[src/rtl/mc_control_if.sv]
// Bundle between the multicycle control sequencer and the datapath.
// master = sequencer (drives selects/enables), slave = datapath side (drives cmd/eq/stall).
interface mc_control_if #(
  parameter int CNT_W = 32
);
  logic             stall;
  logic [3:0]       cmd;
  logic             eq;
  logic [2:0]       aluOp;
  logic             aluSrcA;
  logic [1:0]       aluSrcB;
  logic [1:0]       pcSrc;
  logic             memIn;
  logic             dst;
  logic             regIn;
  logic             pcWe;
  logic             memWe;
  logic             irWe;
  logic             aWe;
  logic             bWe;
  logic             regWe;
  logic             illegal;
  logic [CNT_W-1:0] retired;
  logic [3:0]       state;

  modport master (
    input  stall, cmd, eq,
    output aluOp, aluSrcA, aluSrcB, pcSrc, memIn, dst, regIn,
    output pcWe, memWe, irWe, aWe, bWe, regWe, illegal, retired, state
  );

  modport slave (
    output stall, cmd, eq,
    input  aluOp, aluSrcA, aluSrcB, pcSrc, memIn, dst, regIn,
    input  pcWe, memWe, irWe, aWe, bWe, regWe, illegal, retired, state
  );
endinterface

[src/rtl/mc_control.sv]
// Multicycle MIPS control sequencer: Moore FSM decoding current state into datapath
// selects and write enables, with stall gating, illegal-opcode pulse and retire counter.
module mc_control #(
  parameter int CNT_W = 32
) (
  input  logic          clk,
  input  logic          reset,
  mc_control_if.master  bus
);

  typedef enum logic [3:0] {
    S_FETCH  = 4'd0,
    S_DECODE = 4'd1,
    S_MEMADR = 4'd2,
    S_MEMRD  = 4'd3,
    S_MEMWB  = 4'd4,
    S_MEMWR  = 4'd5,
    S_EXEC_R = 4'd6,
    S_RWB    = 4'd7,
    S_EXEC_I = 4'd8,
    S_IWB    = 4'd9,
    S_BRANCH = 4'd10,
    S_JUMP   = 4'd11,
    S_JREG   = 4'd12,
    S_ILL    = 4'd13
  } state_e;

  localparam logic [3:0] CMD_LW   = 4'd0;
  localparam logic [3:0] CMD_SW   = 4'd1;
  localparam logic [3:0] CMD_J    = 4'd2;
  localparam logic [3:0] CMD_JR   = 4'd3;
  localparam logic [3:0] CMD_BEQ  = 4'd4;
  localparam logic [3:0] CMD_BNE  = 4'd5;
  localparam logic [3:0] CMD_ADDI = 4'd6;
  localparam logic [3:0] CMD_XORI = 4'd7;
  localparam logic [3:0] CMD_ADD  = 4'd8;
  localparam logic [3:0] CMD_SUB  = 4'd9;
  localparam logic [3:0] CMD_SLT  = 4'd10;

  localparam logic [2:0] ALU_ADD = 3'd0;
  localparam logic [2:0] ALU_SUB = 3'd1;
  localparam logic [2:0] ALU_XOR = 3'd2;
  localparam logic [2:0] ALU_SLT = 3'd3;

  state_e           state_q, state_d;
  logic [CNT_W-1:0] retired_q, retired_d;

  logic [2:0] alu_op;
  logic       alu_src_a;
  logic [1:0] alu_src_b;
  logic [1:0] pc_src;
  logic       mem_in;
  logic       dst;
  logic       reg_in;
  logic       pc_we;
  logic       mem_we;
  logic       ir_we;
  logic       a_we;
  logic       b_we;
  logic       reg_we;
  logic       illegal;

  always_comb begin
    state_d   = state_q;
    retired_d = retired_q;
    case (state_q)
      S_FETCH:  state_d = S_DECODE;
      S_DECODE: begin
        case (bus.cmd)
          CMD_LW, CMD_SW:           state_d = S_MEMADR;
          CMD_J:                    state_d = S_JUMP;
          CMD_JR:                   state_d = S_JREG;
          CMD_BEQ, CMD_BNE:         state_d = S_BRANCH;
          CMD_ADDI, CMD_XORI:       state_d = S_EXEC_I;
          CMD_ADD, CMD_SUB, CMD_SLT: state_d = S_EXEC_R;
          default:                  state_d = S_ILL;
        endcase
      end
      S_MEMADR: state_d = (bus.cmd == CMD_LW) ? S_MEMRD : S_MEMWR;
      S_MEMRD:  state_d = S_MEMWB;
      S_EXEC_R: state_d = S_RWB;
      S_EXEC_I: state_d = S_IWB;
      S_MEMWB, S_MEMWR, S_RWB, S_IWB, S_BRANCH, S_JUMP, S_JREG: begin
        state_d   = S_FETCH;
        retired_d = retired_q + CNT_W'(1);
      end
      default:  state_d = S_FETCH;
    endcase
    if (bus.stall) begin
      state_d   = state_q;
      retired_d = retired_q;
    end
  end

  always_ff @(posedge clk) begin
    if (reset) begin
      state_q   <= S_FETCH;
      retired_q <= '0;
    end else begin
      state_q   <= state_d;
      retired_q <= retired_d;
    end
  end

  // Outputs decode the current state only (eq/cmd just refine BRANCH and EXEC ops).
  always_comb begin
    alu_op    = ALU_ADD;
    alu_src_a = 1'b0;
    alu_src_b = 2'd0;
    pc_src    = 2'd0;
    mem_in    = 1'b0;
    dst       = 1'b0;
    reg_in    = 1'b0;
    pc_we     = 1'b0;
    mem_we    = 1'b0;
    ir_we     = 1'b0;
    a_we      = 1'b0;
    b_we      = 1'b0;
    reg_we    = 1'b0;
    illegal   = 1'b0;
    case (state_q)
      S_FETCH: begin
        ir_we     = 1'b1;
        alu_src_b = 2'd3;
        pc_src    = 2'd1;
        pc_we     = 1'b1;
      end
      S_DECODE: begin
        a_we = 1'b1;
        b_we = 1'b1;
      end
      S_MEMADR: begin
        alu_src_a = 1'b1;
        alu_src_b = 2'd1;
      end
      S_MEMRD:  mem_in = 1'b1;
      S_MEMWB: begin
        mem_in = 1'b1;
        dst    = 1'b1;
        reg_we = 1'b1;
      end
      S_MEMWR: begin
        mem_in = 1'b1;
        mem_we = 1'b1;
      end
      S_EXEC_R: begin
        alu_src_a = 1'b1;
        alu_src_b = 2'd2;
        case (bus.cmd)
          CMD_SUB: alu_op = ALU_SUB;
          CMD_SLT: alu_op = ALU_SLT;
          default: alu_op = ALU_ADD;
        endcase
      end
      S_RWB: begin
        reg_in = 1'b1;
        reg_we = 1'b1;
      end
      S_EXEC_I: begin
        alu_src_a = 1'b1;
        alu_src_b = 2'd1;
        alu_op    = (bus.cmd == CMD_XORI) ? ALU_XOR : ALU_ADD;
      end
      S_IWB: begin
        reg_in = 1'b1;
        dst    = 1'b1;
        reg_we = 1'b1;
      end
      S_BRANCH: begin
        alu_src_a = 1'b1;
        alu_src_b = 2'd2;
        alu_op    = ALU_SUB;
        pc_we     = (bus.cmd == CMD_BNE) ? ~bus.eq : bus.eq;
      end
      S_JUMP: begin
        pc_src = 2'd2;
        pc_we  = 1'b1;
      end
      S_JREG: begin
        pc_src = 2'd3;
        pc_we  = 1'b1;
      end
      S_ILL:   illegal = 1'b1;
      default: ;
    endcase
    if (bus.stall || reset) begin
      pc_we   = 1'b0;
      mem_we  = 1'b0;
      ir_we   = 1'b0;
      a_we    = 1'b0;
      b_we    = 1'b0;
      reg_we  = 1'b0;
      illegal = 1'b0;
    end
    // Selects stay valid under stall so the datapath keeps its operands steady.
    if (reset) begin
      alu_op    = ALU_ADD;
      alu_src_a = 1'b0;
      alu_src_b = 2'd0;
      pc_src    = 2'd0;
      mem_in    = 1'b0;
      dst       = 1'b0;
      reg_in    = 1'b0;
    end
  end

  assign bus.aluOp   = alu_op;
  assign bus.aluSrcA = alu_src_a;
  assign bus.aluSrcB = alu_src_b;
  assign bus.pcSrc   = pc_src;
  assign bus.memIn   = mem_in;
  assign bus.dst     = dst;
  assign bus.regIn   = reg_in;
  assign bus.pcWe    = pc_we;
  assign bus.memWe   = mem_we;
  assign bus.irWe    = ir_we;
  assign bus.aWe     = a_we;
  assign bus.bWe     = b_we;
  assign bus.regWe   = reg_we;
  assign bus.illegal = illegal;
  assign bus.retired = retired_q;
  assign bus.state   = state_q;

endmodule

[src/flat_wrapper.sv]
// flat-port wrapper written by rule: the top's interface ports become plain ports
module mc_control_flat 
#(
  parameter int CNT_W = 32
)
  (clk, reset, bus_stall, bus_cmd, bus_eq, bus_aluOp, bus_aluSrcA, bus_aluSrcB, bus_pcSrc, bus_memIn, bus_dst, bus_regIn, bus_pcWe, bus_memWe, bus_irWe, bus_aWe, bus_bWe, bus_regWe, bus_illegal, bus_retired, bus_state);
  mc_control_if #(.CNT_W(CNT_W)) bus_i ();
  input  logic clk;
  input  logic reset;
  input wire logic [$bits(bus_i.stall)-1:0] bus_stall;
  input wire logic [$bits(bus_i.cmd)-1:0] bus_cmd;
  input wire logic [$bits(bus_i.eq)-1:0] bus_eq;
  output wire logic [$bits(bus_i.aluOp)-1:0] bus_aluOp;
  output wire logic [$bits(bus_i.aluSrcA)-1:0] bus_aluSrcA;
  output wire logic [$bits(bus_i.aluSrcB)-1:0] bus_aluSrcB;
  output wire logic [$bits(bus_i.pcSrc)-1:0] bus_pcSrc;
  output wire logic [$bits(bus_i.memIn)-1:0] bus_memIn;
  output wire logic [$bits(bus_i.dst)-1:0] bus_dst;
  output wire logic [$bits(bus_i.regIn)-1:0] bus_regIn;
  output wire logic [$bits(bus_i.pcWe)-1:0] bus_pcWe;
  output wire logic [$bits(bus_i.memWe)-1:0] bus_memWe;
  output wire logic [$bits(bus_i.irWe)-1:0] bus_irWe;
  output wire logic [$bits(bus_i.aWe)-1:0] bus_aWe;
  output wire logic [$bits(bus_i.bWe)-1:0] bus_bWe;
  output wire logic [$bits(bus_i.regWe)-1:0] bus_regWe;
  output wire logic [$bits(bus_i.illegal)-1:0] bus_illegal;
  output wire logic [$bits(bus_i.retired)-1:0] bus_retired;
  output wire logic [$bits(bus_i.state)-1:0] bus_state;
  assign bus_i.stall = bus_stall;
  assign bus_i.cmd = bus_cmd;
  assign bus_i.eq = bus_eq;
  assign bus_aluOp = bus_i.aluOp;
  assign bus_aluSrcA = bus_i.aluSrcA;
  assign bus_aluSrcB = bus_i.aluSrcB;
  assign bus_pcSrc = bus_i.pcSrc;
  assign bus_memIn = bus_i.memIn;
  assign bus_dst = bus_i.dst;
  assign bus_regIn = bus_i.regIn;
  assign bus_pcWe = bus_i.pcWe;
  assign bus_memWe = bus_i.memWe;
  assign bus_irWe = bus_i.irWe;
  assign bus_aWe = bus_i.aWe;
  assign bus_bWe = bus_i.bWe;
  assign bus_regWe = bus_i.regWe;
  assign bus_illegal = bus_i.illegal;
  assign bus_retired = bus_i.retired;
  assign bus_state = bus_i.state;
  mc_control #(.CNT_W(CNT_W)) u_core (.clk(clk), .reset(reset), .bus(bus_i));
endmodule
[config.mk]
export PLATFORM = sky130hd
export DESIGN_NAME = mc_control_flat
export DESIGN_NICKNAME = d
export VERILOG_FILES = /design/src/rtl/mc_control_if.sv /design/src/rtl/mc_control.sv /design/src/flat_wrapper.sv
export SDC_FILE = /design/constraint.sdc
export NUM_CORES = 1
export LEC_CHECK = 0
export BUFFER_PORTS_ARGS = -buffer_cell sky130_fd_sc_hd__buf_2
export CAP_MARGIN = 40
export CORE_ASPECT_RATIO = 1.5
export CORE_UTILIZATION = 56
export DETAILED_ROUTE_END_ITERATION = 7
export GPL_TIMING_DRIVEN = 0
export PLACE_DENSITY_LB_ADDON = 0.25
export RECOVER_POWER = 50
export SLEW_MARGIN = 10
export SYNTH_ARGS = -nofsm -noshare
export SYNTH_HDL_FRONTEND = slang
export SYNTH_SLANG_ARGS = --single-unit
[constraint.sdc]
create_clock -name clk -period 4 [get_ports clk]
set_input_delay 0.4 -clock clk [delete_from_list [all_inputs] [get_ports clk]]
set_output_delay 0.4 -clock clk [all_outputs]
set_load 0.01 [all_outputs]
Yosys cells after proc, flatten, opt, wreduce, memory -nomap -nowiden. Memories as Yosys holds them, arrays and structs flattened. Cells that the tools add are included.

Add/subtract/negate cells: 1. Eq/ne operators: 17. Muxes and demuxes: 31. Bitwise logic cells: 2. Reductions and logical operators: 13.

Operators by type and width (count): 32-bit by 1-bit adder with 32-bit output, second input constant (1); 4-bit == test, second input constant (8); 4-bit by 3-bit == test with 1-bit output, second input constant (6); 4-bit one-hot mux with 6 select lines (1); 1-bit 2-to-1 mux (20); 2-bit one-hot mux with 3 select lines (2); 3-bit one-hot mux with 3 select lines (1); 3-bit OR reduction (3); 4-bit by 2-bit == test with 1-bit output, second input constant (2); 4-bit logical NOT (2); 2-bit OR reduction (4); 7-bit OR reduction (1); 2-bit 2-to-1 mux (3); 3-bit 2-to-1 mux (2); 4-bit by 1-bit == test with 1-bit output, second input constant (1); 2-bit one-hot mux with 2 select lines (1); 4-bit OR reduction (1); 1-bit inverter (2); 1-bit one-hot mux with 2 select lines (1); 2-bit AND reduction (1); 1-bit logical OR (1).

Register bits after elaboration: 36. Memory bits (read-only): 64. Input port bits: 8. Output and inout bits: 54. Word-level logic and storage cells: 67. Memories kept: 1.

Memories: (no name shown) (depth 16, width 4, read ports 1, clocked after memory_dff 0, write ports 0, RTL line mc_control.sv:69) `case (bus.cmd)`.

Depth between registers and ports, before layout. Gate-level depths: netlist (run 1).

Depth in word-level cells: 4. Depth in mapped cells: 7. Mapped depth without buffers: 6.

Worst setup path after synthesis (run 1). OpenSTA, ideal clock, no wires.

Path type: reg-to-reg. From: reg u_core.state_q[3] (netlist: u_core.bus.state[3]). To: reg u_core.retired_q[19] (netlist: u_core.bus.retired[19]). Setup time: 0.070 ns. Arrival: 2.135 ns. Data required time: 3.930 ns. Path slack: 1.795 ns. Stages on the path, launching flop included: 8. Buffers on the path: 2. Clock period less this slack: 2.205 ns. Cell sequence: dfxtp_1 -> buf_6 -> and3_1 -> a211o_1 -> or4_4 -> buf_6 -> or4_1 -> a21oi_1.

Word-level cells in the longest chain between the ends: 3. Elaborated cells between the ends (all ways): 9. Classes of those cells: eq/ne (7); reduce/logical (2).

Ends and longest elaborated chain: start: declaration (RTL line mc_control.sv:45) `state_e state_q, state_d;`; start signal: assignment (RTL line mc_control.sv:100) `state_q <= state_d;`; 4-bit == test or 4-bit by 3-bit == test with 1-bit output (tied branches) (RTL line mc_control.sv:66) `case (state_q)`; 7-bit OR reduction * (RTL line mc_control.sv:66); 2-bit AND reduction (no line) *; end signal: assignment (RTL line mc_control.sv:101) `retired_q <= retired_d;`; end: declaration (RTL line mc_control.sv:46) `logic [CNT_W-1:0] retired_q, retired_d;`.

Every way passes the cells marked *; elsewhere a longest branch is shown, timed or not. A chain may end at the register's enable or synchronous reset.

Worst setup path after layout (run 1).
From: reg u_core.state_q[0] (netlist: u_core.bus.state[0]). To: out bus_bWe.

Word-level cells in the longest chain between the ends: 3.

Ends and longest elaborated chain: 4-bit by 1-bit == test with 1-bit output (RTL line mc_control.sv:121) `case (state_q)`; 1-bit 2-to-1 mux (RTL line mc_control.sv:121); 1-bit 2-to-1 mux (RTL line mc_control.sv:186) `if (bus.stall || reset) begin`; end: declaration (RTL line flat_wrapper.sv:24) `output wire logic [$bits(bus_i.bWe)-1:0] bus_bWe;`.

No other way between the ends.

==> flow_summary_export.csv, run 1 <==
group,metric,value,unit
synth,muxShareOfSynthArea,0.5143,%
synth,syn_inst,293,
synth,ys_ff_latch,36,
synth,synth_top_family_by_area,"simple AND/OR/NAND/NOR gates",
place,portBuffers,56,
timing,worst_pin_slew,0.9020,ns
cts,cts_sinks,36,
finish,nNetsFinal,365,
synth,synth_fa_ha_area_share,0.5714,%
synth,synth-simple-area-share,35.03,%
cts,post_cts_buffers,0,
floorplan,fp.coreArea,3716,um^2
synth,ys_seq_area_share,32.91,%
worst_setup_path,crit_slowest_cell,"or4_1",
finish,fillers,354,
place,placed_area,2524,um^2
synth,synth_xor_area_share,6.400,%
worst_hold_path,hold_end,"u_core.bus.retired[31]",
timing,setup_tns,0,ns
worst_setup_path,worstPathMaxFanout,9,
floorplan,ioPinCount,62,
timing,finClkSkew,0.008788,ns
place,hpwlAfterDp,4281,um
worst_setup_path,path_class,"reg2out",
timing,setup_viol,0,
finish,final_area,2577,um^2
routing,drtIter0Drc,76,
finish,multiInputGateArea,1325,um^2
cts,cts_resized,0,
run,maxCapViolations,0,
worst_hold_path,worst_hold_path_type,"reg2reg",
cts,cts_hold_buf,0,
routing,drcViolationCount,0,
power,finalPower,0.7749,mW
finish,area.growth.synth_to_final,17.71,%
synth,synth_ff_type,"dfxtp_1",
power,power.density,300.7,nW/um^2
cts,clock_path_buffers,2,
worst_setup_path,worstPathCellList,"clkbuf_1, inv_1, or4_1, nor3_1, buf_4, buf_2",
synth,syn_area,2190,um^2
global_routing,grt_pass1_vias,2165,
synth,synth_compound_area_share,17.83,%
timing,fin_crit_sh,67.00,%
cts,cts_buffers,5,
routing,final_antenna_net_count,0,
worst_setup_path,ff2ff_path_depth,7,
worst_setup_path,slowest_delay,0.63,ns
cts,tritoncts,"done",
cts,clk_latency,0.29,ns
routing,avgRoutedWirePerCell,14.60,um
routing,viasPerCell,6.038,
synth,synthArstFlopShare,0,%
global_routing,antenna_found_initial,0,
worst_setup_path,cp.required,3.60,ns
floorplan,die-area,4169,um^2
timing,min_period,2.680,ns
power,leakagePower,0.8338,nW
global_routing,grt.total_usage,28.80,%
timing,hold_violations,0,
worst_setup_path,start_kind,"flop",
timing,drv_slew,0,
cts,cts_root_buf,"clkbuf_8",
timing,fmax,373.1,MHz
finish,layout-drive-gt1-share,9.804,%
floorplan,num_rows,27,
floorplan,die_w,53.06,um
timing,slew_headroom,39.35,%
routing,num_vias,2415,
synth,syn-num-nets,302,
power,peakVddDrop,240.0,uV
finish,regArea,720.7,um^2
worst_setup_path,r2r-end,"u_core.bus.retired[17]",
synth,synth_cell_types,49,
place,globalplace.congestion,0.8676,
worst_setup_path,endpoint_kind,"output pin",
global_routing,grt_start_max_net_pins,12,
finish,num_antenna_cells,0,
synth,synth_area_per_cell,7.473,um^2
worst_hold_path,min_from,"u_core.bus.retired[31]",
routing,drt_first_pass_iters,4,
routing,wl,5838,um
global_routing,grt_pass1_wl,9190,um
cts,cts-htree-levels,2,
worst_setup_path,arrival,2.28,ns
timing,rsz0062_at_grt,"no",
worst_hold_path,hold_path_depth,2,
floorplan,floorplan.initialDensity,58.92,%
worst_setup_path,reg2reg_slack,1.33,ns
floorplan,fp.dieH,78.59,um
synth,synth-edff-count,0,
status,status,"complete, no violations",
synth,yosys_warnings,0,
global_routing,grt.overflow.total,0,
cts,cts.clk_slew.worst_paths,0.07,ns
worst_setup_path,r2r_start,"u_core.bus.state[0]",
timing,whs,0.4950,ns
[per-stage QoR]
stage / util (%) / setup WS [ns] / std cells
finish: 69.36 / 1.320 / 400
global route: 69.36 / 1.208 / 400
CTS: 70.81 / 1.489 / 400
detailed placement: 67.91 / 1.532 / 392
global placement: 67.91 / 1.567 / 392
floorplan: - / 1.795 / 293
[worst max path at each step]
stage                                      from  slack, ns                      to
after floorplan             u_core.bus.state[3]       1.79  u_core.bus.retired[19]
after global placement    u_core.bus.retired[7]       1.57  u_core.bus.retired[30]
after detailed placement  u_core.bus.retired[7]       1.53  u_core.bus.retired[30]
after CTS                 u_core.bus.retired[7]       1.49  u_core.bus.retired[30]
after global routing        u_core.bus.state[0]       1.21  u_core.bus.retired[17]
final                       u_core.bus.state[0]       1.32                 bus_bWe
[report_power, final]
group	internal (mW)	total, mW	switching [mW]
clock	0.185	0.320	0.135
combinational	0.0306	0.0928	0.0622
sequential	0.361	0.362	0.00157
[cells in the mapped netlist, drive strengths merged (2+ instances only)]
master / instances / area, um^2
nand2: 18 / 67.56
and2: 2 / 12.52
and4: 2 / 17.52
nand4b: 2 / 17.52
a32oi: 2 / 17.52
buf: 10 / 68.80
xnor2: 13 / 113.9
and3: 4 / 25.02
or4: 7 / 56.30
nor2b: 5 / 31.28
o21ai: 19 / 95.09
a21oi: 27 / 135.1
or3: 14 / 87.58
a21boi: 2 / 15.01
o211ai: 2 / 15.01
nor3b: 2 / 15.01
nor2: 31 / 116.4
nor3: 17 / 85.08
clkbuf: 13 / 48.80
inv: 7 / 26.27
nand2b: 3 / 18.77
nand4: 11 / 68.82
xor2: 3 / 26.28
nand3: 13 / 65.06
dfxtp: 36 / 720.7
a22oi: 3 / 22.52
o31ai: 4 / 30.03
nor4: 7 / 50.05
[routing by layer]
metal / global-route usage [%] / routed length (um) / part of all wire [%] / vias up
met3: 4.651 / 252 / 4.3 / 13
met2: 51.27 / 3140 / 54 / 76
li1: - / - / - / 1191
met5: 0 / 0 / 0 / -
met1: 30.88 / 2302 / 39 / 1135
met4: 15.26 / 143 / 2.4 / 0
[sequential cells by signal, summed over array words and instances (netlist names)]
signal              flops
u_core.bus.retired     32
u_core.bus.state        4
[cells by family after synthesis]
group / count (synthesis)
simple gates: 142
fa+ha+maj: 1
flops: 36
compound gates: 66
other cells: 1
xor+xnor: 16
mux: 1
buf+inv: 30
[critical path, delay by kind of cell, from the launching register on]
| family | cells | cell delay [ns] |
|---|---|---|
| simple gates | 2 | 0.85 |
| buf+inv | 4 | 0.81 |
| flops | 1 | 0.33 |
[final cells by class]
cell class | count | share of cell area (%)
Buffer | 23 | 4.223
Timing Repair Buffer | 56 | 9.126
Sequential cell | 36 | 27.96
Clock inverter | 2 | 1.359
Multi-Input combinational cell | 227 | 51.41
Tap cell | 43 | 2.087
Clock buffer | 6 | 2.816
Inverter | 7 | 1.019
[cells in the final DEF (no fill, tap or decap), types with 2 or more instances in the layout]
cell	instances
xnor2_1	13
o21ai_0	19
buf_2	20
nand2_1	18
or4_1	6
buf_6	2
a21boi_0	2
nor2b_1	5
nor3_1	17
a22oi_1	3
dfxtp_1	36
xor2_1	3
buf_4	2
nand3_1	13
o211ai_1	2
inv_1	7
nor4_1	6
buf_1	3
nand4b_1	2
and3_1	4
a32oi_1	2
a21oi_1	27
clkbuf_1	53
o31ai_1	4
nor2_1	31
nor3b_1	2
and4_1	2
or3_1	14
clkbuf_8	5
nand2b_1	3
nand4_1	11
Note: power is estimated with default switching activity, not from simulation.
==> run 2, diff against run 1 <==
Settings changed: CORE_UTILIZATION 56 to 47.
Clock period 4 ns to 2.42 ns, I/O delays scaled along.
==> run 2 against run 1 <==
  * The flow now finishes with violations (design-rule violations)
  * Global-route usage decreased by 5.2 points
  * Final cell count increased by 1.5%
  * Wire length down 0.63%
  * Combinational power is 70% higher
  * Critical path depth grew 1
  * First-iteration DRC count rose by 37%
  * Die area rose by 19%
  * Non-clock buffer count is 1 higher
  * Flip-flop and latch count unchanged
  * Sequential power rose by 66%
  * Via count fell by 1.7%
  * Sequential share of layout area shrank 0.39 points
  * Critical path type is now reg2reg
  * Largest cell class unchanged
  * Largest power group unchanged
  * Highest routed layer unchanged
==> flow_summary_export.csv, run 2 (same netlist as run 1, synthesis figures left out) <==
group,metric,value,unit
global_routing,grt_pass1_vias,2075,
power,power.density,458.5,nW/um^2
global_routing,grt.total_usage,23.61,%
timing,drv_slew,0,
timing,hold_violations,0,
worst_setup_path,ff2ff_path_depth,7,
finish,nNetsFinal,366,
place,portBuffers,56,
worst_hold_path,min_from,"reset",
worst_setup_path,r2r_start,"u_core.bus.state[0]",
cts,cts-htree-levels,2,
power,peakVddDrop,225.9,uV
worst_hold_path,hold_end,"u_core.bus.retired[12]",
routing,num_vias,2375,
global_routing,grt_pass1_wl,9370,um
timing,fin_crit_sh,95.67,%
routing,drt_first_pass_iters,6,
status,status,"finished, violations left",
worst_hold_path,hold_path_depth,3,
power,swShare,26.31,%
timing,min_period,2.315,ns
timing,finClkSkew,0.006205,ns
global_routing,antenna_found_initial,0,
power,finalPower,1.198,mW
place,placed_cells,397,
timing,setup_viol,0,
power,switchingPower,0.3153,mW
routing,drcViolationCount,4,
cts,cts_hold_buf,0,
worst_setup_path,worstPathMaxFanout,10,
finish,num_antenna_cells,0,
worst_setup_path,r2r-end,"u_core.bus.retired[19]",
routing,wl,5801,um
global_routing,grt_start_max_net_pins,11,
floorplan,num_rows,30,
worst_setup_path,endpoint_kind,"flop",
cts,cts_sinks,36,
finish,final_area,2614,um^2
floorplan,floorplan.initialDensity,48.61,%
cts,cts_root_buf,"clkbuf_8",
power,leakagePower,0.8572,nW
finish,layout-drive-gt1-share,12.01,%
floorplan,die_w,57.73,um
cts,tritoncts,"done",
routing,viasPerCell,5.850,
floorplan,ioPinCount,62,
routing,m1WireLength,2403,um
power,clkPwrFrac,36.8,%
worst_setup_path,reg2reg_slack,0.10,ns
routing,final_antenna_net_count,0,
routing,wl_met2,3145,um
status,violations,"design-rule violations",
cts,clk_latency,0.28,ns
cts,cts_buffers,5,
worst_setup_path,arrival,2.54,ns
finish,area.growth.synth_to_final,19.37,%
power,combPwrFrac,13.2,%
timing,setup_tns,0,ns
timing,rsz0062_at_grt,"no",
place,hpwlAfterDp,4277,um
timing,worst_pin_slew,0.5889,ns
finish,final_cell_mix,"clkbuf_1 (50), dfxtp_1 (36), nor2_1 (31)",
global_routing,grt.overflow.total,0,
timing,slew_headroom,60.38,%
floorplan,die-area,4941,um^2
cts,clock_path_buffers,2,
worst_setup_path,start_kind,"flop",
run,maxCapViolations,0,
finish,layout_commonest_cell,"clkbuf_1",
place,globalplace.congestion,0.8134,
finish,largest_reg_flops,32,
power,pwr-share-seq,50.0,%
routing,avgRoutedWirePerCell,14.29,um
floorplan,fp.coreArea,4504,um^2
routing,drtIter0Drc,104,
finish,stdcell_count,406,
timing,whs,0.3571,ns
timing,fmax,431.9,MHz
worst_hold_path,worst_hold_path_type,"in2reg",
cts,cts.clk_slew.worst_paths,0.07,ns
power,intPower,0.8830,mW
routing,top_layer,"met4",
worst_setup_path,cp.required,2.64,ns
routing,wl_met3,175,um
worst_setup_path,path_class,"reg2reg",
place,placed_area,2530,um^2
floorplan,fp.dieH,85.60,um
## run 2: final cells by class
type	count	area [um^2]
timing repair buffer	57	244.0
fill	466	1891
tap	48	60.06
buffer	23	121.4
clock buffer	8	90.09
sequential	36	720.7
multi-input combinational	227	1351
inverter	7	26.28
## run 2: worst max-delay path by stage
stage / start / slack, ns / cells after the start / to
2_1_floorplan: u_core.bus.state[3] / 0.21 / 7 / u_core.bus.retired[19]
3_3_place_gp: u_core.bus.retired[7] / -0.05 / 5 / u_core.bus.retired[30]
3_5_place_dp: u_core.bus.retired[7] / -0.05 / 5 / u_core.bus.retired[30]
4_1_cts: u_core.bus.state[1] / 0.06 / 7 / bus_regWe
5_1_grt: u_core.bus.state[0] / 0.003 / 7 / u_core.bus.retired[19]
6_report: u_core.bus.state[0] / 0.10 / 7 / u_core.bus.retired[19]
## run 2: stage by stage
step | setup slack [ns] | utilization [%]
after CTS | 0.06456 | 58.36
final | 0.1047 | 58.03
after floorplan | 0.2148 | -
after detailed placement | -0.05460 | 56.17
after global placement | -0.04842 | 56.17
after global routing | 0.002673 | 58.03
## run 2: power groups by stage
| stage | logic, mW | clock network (mW) | registers (mW) |
|---|---|---|---|
| 2_1_floorplan | 0.107 | 0 | 0.615 |
| 5_1_grt | 0.174 | 0.478 | 0.600 |
| 3_3_place_gp | 0.153 | 0 | 0.613 |
| 6_report | 0.158 | 0.441 | 0.600 |
| 3_5_place_dp | 0.154 | 0 | 0.613 |
| 4_1_cts | 0.154 | 0.448 | 0.600 |
## run 2: metal layers
layer / global-route usage (%) / up-vias
met5: 0 / -
li1: - / 1194
met3: 3.318 / 7
met1: 26.07 / 1119
met4: 9.307 / 0
met2: 44.29 / 55
## run 2: what timing repair did
item	4_1_cts	5_1_grt
gates resized for setup	1	5
setup buffers	0	1
pin swaps	0	2
setup endpoints to repair	5	8
## run 2: critical path, cell delays in order, from the launching register on
cell,delay (ns)
dfxtp_1,0.32
clkbuf_4,0.18
and3_1,0.18
a211o_4,0.35
or4_4,0.53
buf_6,0.17
or4_1,0.42
a21oi_2,0.12
==> run 3, diff against run 2 <==
Settings changed: CORE_UTILIZATION 47 to 49, CTS_BUF_LIST set to sky130_fd_sc_hd__clkbuf_4 sky130_fd_sc_hd__clkbuf_8.
==> run 3 against run 2 <==
  * The run now ends clean
  * Core utilization increased by 4.4 points
  * Non-clock buffer count is 1 lower
  * Sequential power about the same
  * Register-to-register slack worse by 0.03 ns
  * Largest cell class unchanged
  * Highest routed layer unchanged
==> flow_summary_export.csv, run 3 (same netlist as run 1, synthesis figures left out) <==
group,metric,value,unit
status,status,"complete, no violations",
cts,clk_latency,0.28,ns
cts,cts.clk_slew.worst_paths,0.07,ns
timing,slew_headroom,61.16,%
run,maxCapViolations,0,
power,finalPower,1.216,mW
routing,drcViolationCount,0,
global_routing,grt.overflow.total,0,
worst_setup_path,cp.required,2.57,ns
global_routing,antenna_found_initial,0,
global_routing,grt_pass1_vias,2104,
routing,avgRoutedWirePerCell,14.60,um
power,swShare,25.48,%
cts,cts_hold_buf,0,
cts,post_cts_buffers,0,
finish,largest_reg_flops,32,
floorplan,floorplan.initialDensity,51.58,%
place,portBuffers,56,
floorplan,fp.dieH,83.87,um
timing,min_period,2.341,ns
routing,drtIter0Drc,101,
timing,fin_crit_sh,96.75,%
worst_hold_path,worst_hold_path_type,"in2reg",
place,place_ws,-0.1208,ns
finish,area.growth.synth_to_final,21.09,%
timing,drv_slew,0,
global_routing,grt_start_max_net_pins,11,
routing,final_antenna_net_count,0,
floorplan,ioPinCount,62,
finish,layout-drive-gt1-share,21.85,%
worst_setup_path,endpoint_kind,"flop",
routing,viasPerCell,6.007,
worst_setup_path,worstPathMaxFanout,10,
power,power.density,458.6,nW/um^2
finish,num_antenna_cells,0,
finish,fillers,414,
timing,hold_violations,0,
timing,fmax,427.1,MHz
finish,layout_commonest_cell,"buf_2",
cts,cts_buffers,5,
timing,finClkSkew,0.005659,ns
global_routing,grt.met3_usage,4.496,%
cts,tritoncts,"done",
place,hpwlAfterDp,4377,um
power,intPower,0.9061,mW
floorplan,num_rows,29,
timing,whs,0.3652,ns
timing,worst_pin_slew,0.5773,ns
power,switchingPower,0.3098,mW
routing,drt_first_pass_iters,5,
power,clkPwrFrac,37.5,%
floorplan,die_w,56.58,um
finish,multiInputGateArea,1348,um^2
finish,final_cell_mix,"buf_2 (56), dfxtp_1 (36), nor2_1 (31)",
global_routing,grtUsageMet1,24.88,%
floorplan,die-area,4745,um^2
power,leakagePower,1.014,nW
finish,regArea,720.7,um^2
cts,cts_root_buf,"clkbuf_8",
worst_setup_path,start_kind,"flop",
power,combPwrFrac,13.2,%
worst_setup_path,arrival,2.49,ns
global_routing,use_met2,44.92,%
routing,num_vias,2421,
cts,cts_sinks,36,
floorplan,fp.coreArea,4245,um^2
routing,wl,5882,um
finish,fin_util,62.45,%
cts,cts-htree-levels,2,
worst_setup_path,path_class,"reg2reg",
timing,setup_viol,0,
timing,worst_slack,0.07859,ns
cts,clock_path_buffers,2,
finish,nNetsFinal,365,
power,peakVddDrop,461.1,uV
global_routing,grt.total_usage,24.11,%
place,globalplace.congestion,0.8228,
global_routing,grt_pass1_wl,9156,um
power,pwr-share-seq,49.3,%
global_routing,grt.busiest_layer,"met2",
==> run 3: area by class of cell <==
cell class	instances	area share (%)
Buffer	23	4.578
Clock buffer	8	3.681
Inverter	7	0.9910
Multi-Input combinational cell	227	50.83
Sequential cell	36	27.18
Tap cell	46	2.171
Timing Repair Buffer	56	10.57
==> run 3: per-stage QoR <==
stage	std cells	cell area (um^2)	setup TNS [ns]
3_3_place_gp	395	2527	-0.1522
4_1_cts	403	2634	0
6_report	403	2651	0
3_5_place_dp	395	2527	-0.4996
5_1_grt	403	2651	-0.004169
2_1_floorplan	293	2190	0
==> run 3: what timing repair did <==
action,CTS,global route
gates resized for setup,1,4
setup endpoints to repair,5,8
pin swaps,0,3
gates cloned,0,0
==> run 3: power by group through the flow <==
stage               clock (mW)  combinational (mW)  sequential, mW
floorplan                    0               0.107           0.615
global placement             0               0.153           0.613
detailed placement           0               0.154           0.613
CTS                      0.462               0.155           0.600
global route             0.488               0.173           0.600
finish                   0.456               0.161           0.600
==> run 3: critical path, stage by stage, from the launching register on <==
cell	delay (ns)
dfxtp_1	0.34
clkbuf_4	0.20
inv_2	0.10
a211o_4	0.37
or4_4	0.53
clkbuf_1	0.27
o31ai_1	0.30
a21oi_1	0.10
==> run 3: metal layers <==
layer	part of all wire [%]	vias to the layer above	routed length [um]
li1	-	1189	-
met1	39	1121	2300
met2	54	93	3157
met3	4.4	18	260
met4	2.8	0	163
met5	0	-	0
==> run 3: worst paths after layout <==
| check | start | endpoint | slack, ns | cells after the start |
|---|---|---|---|---|
| hold / removal | reset | u_core.bus.retired[12] | 0.37 | 3 |
| hold reg to reg | u_core.bus.retired[31] | u_core.bus.retired[31] | 0.49 | 2 |
| setup reg to reg | u_core.bus.state[0] | u_core.bus.retired[17] | 0.08 | 7 |
| setup / recovery | u_core.bus.state[0] | u_core.bus.retired[17] | 0.08 | 7 |
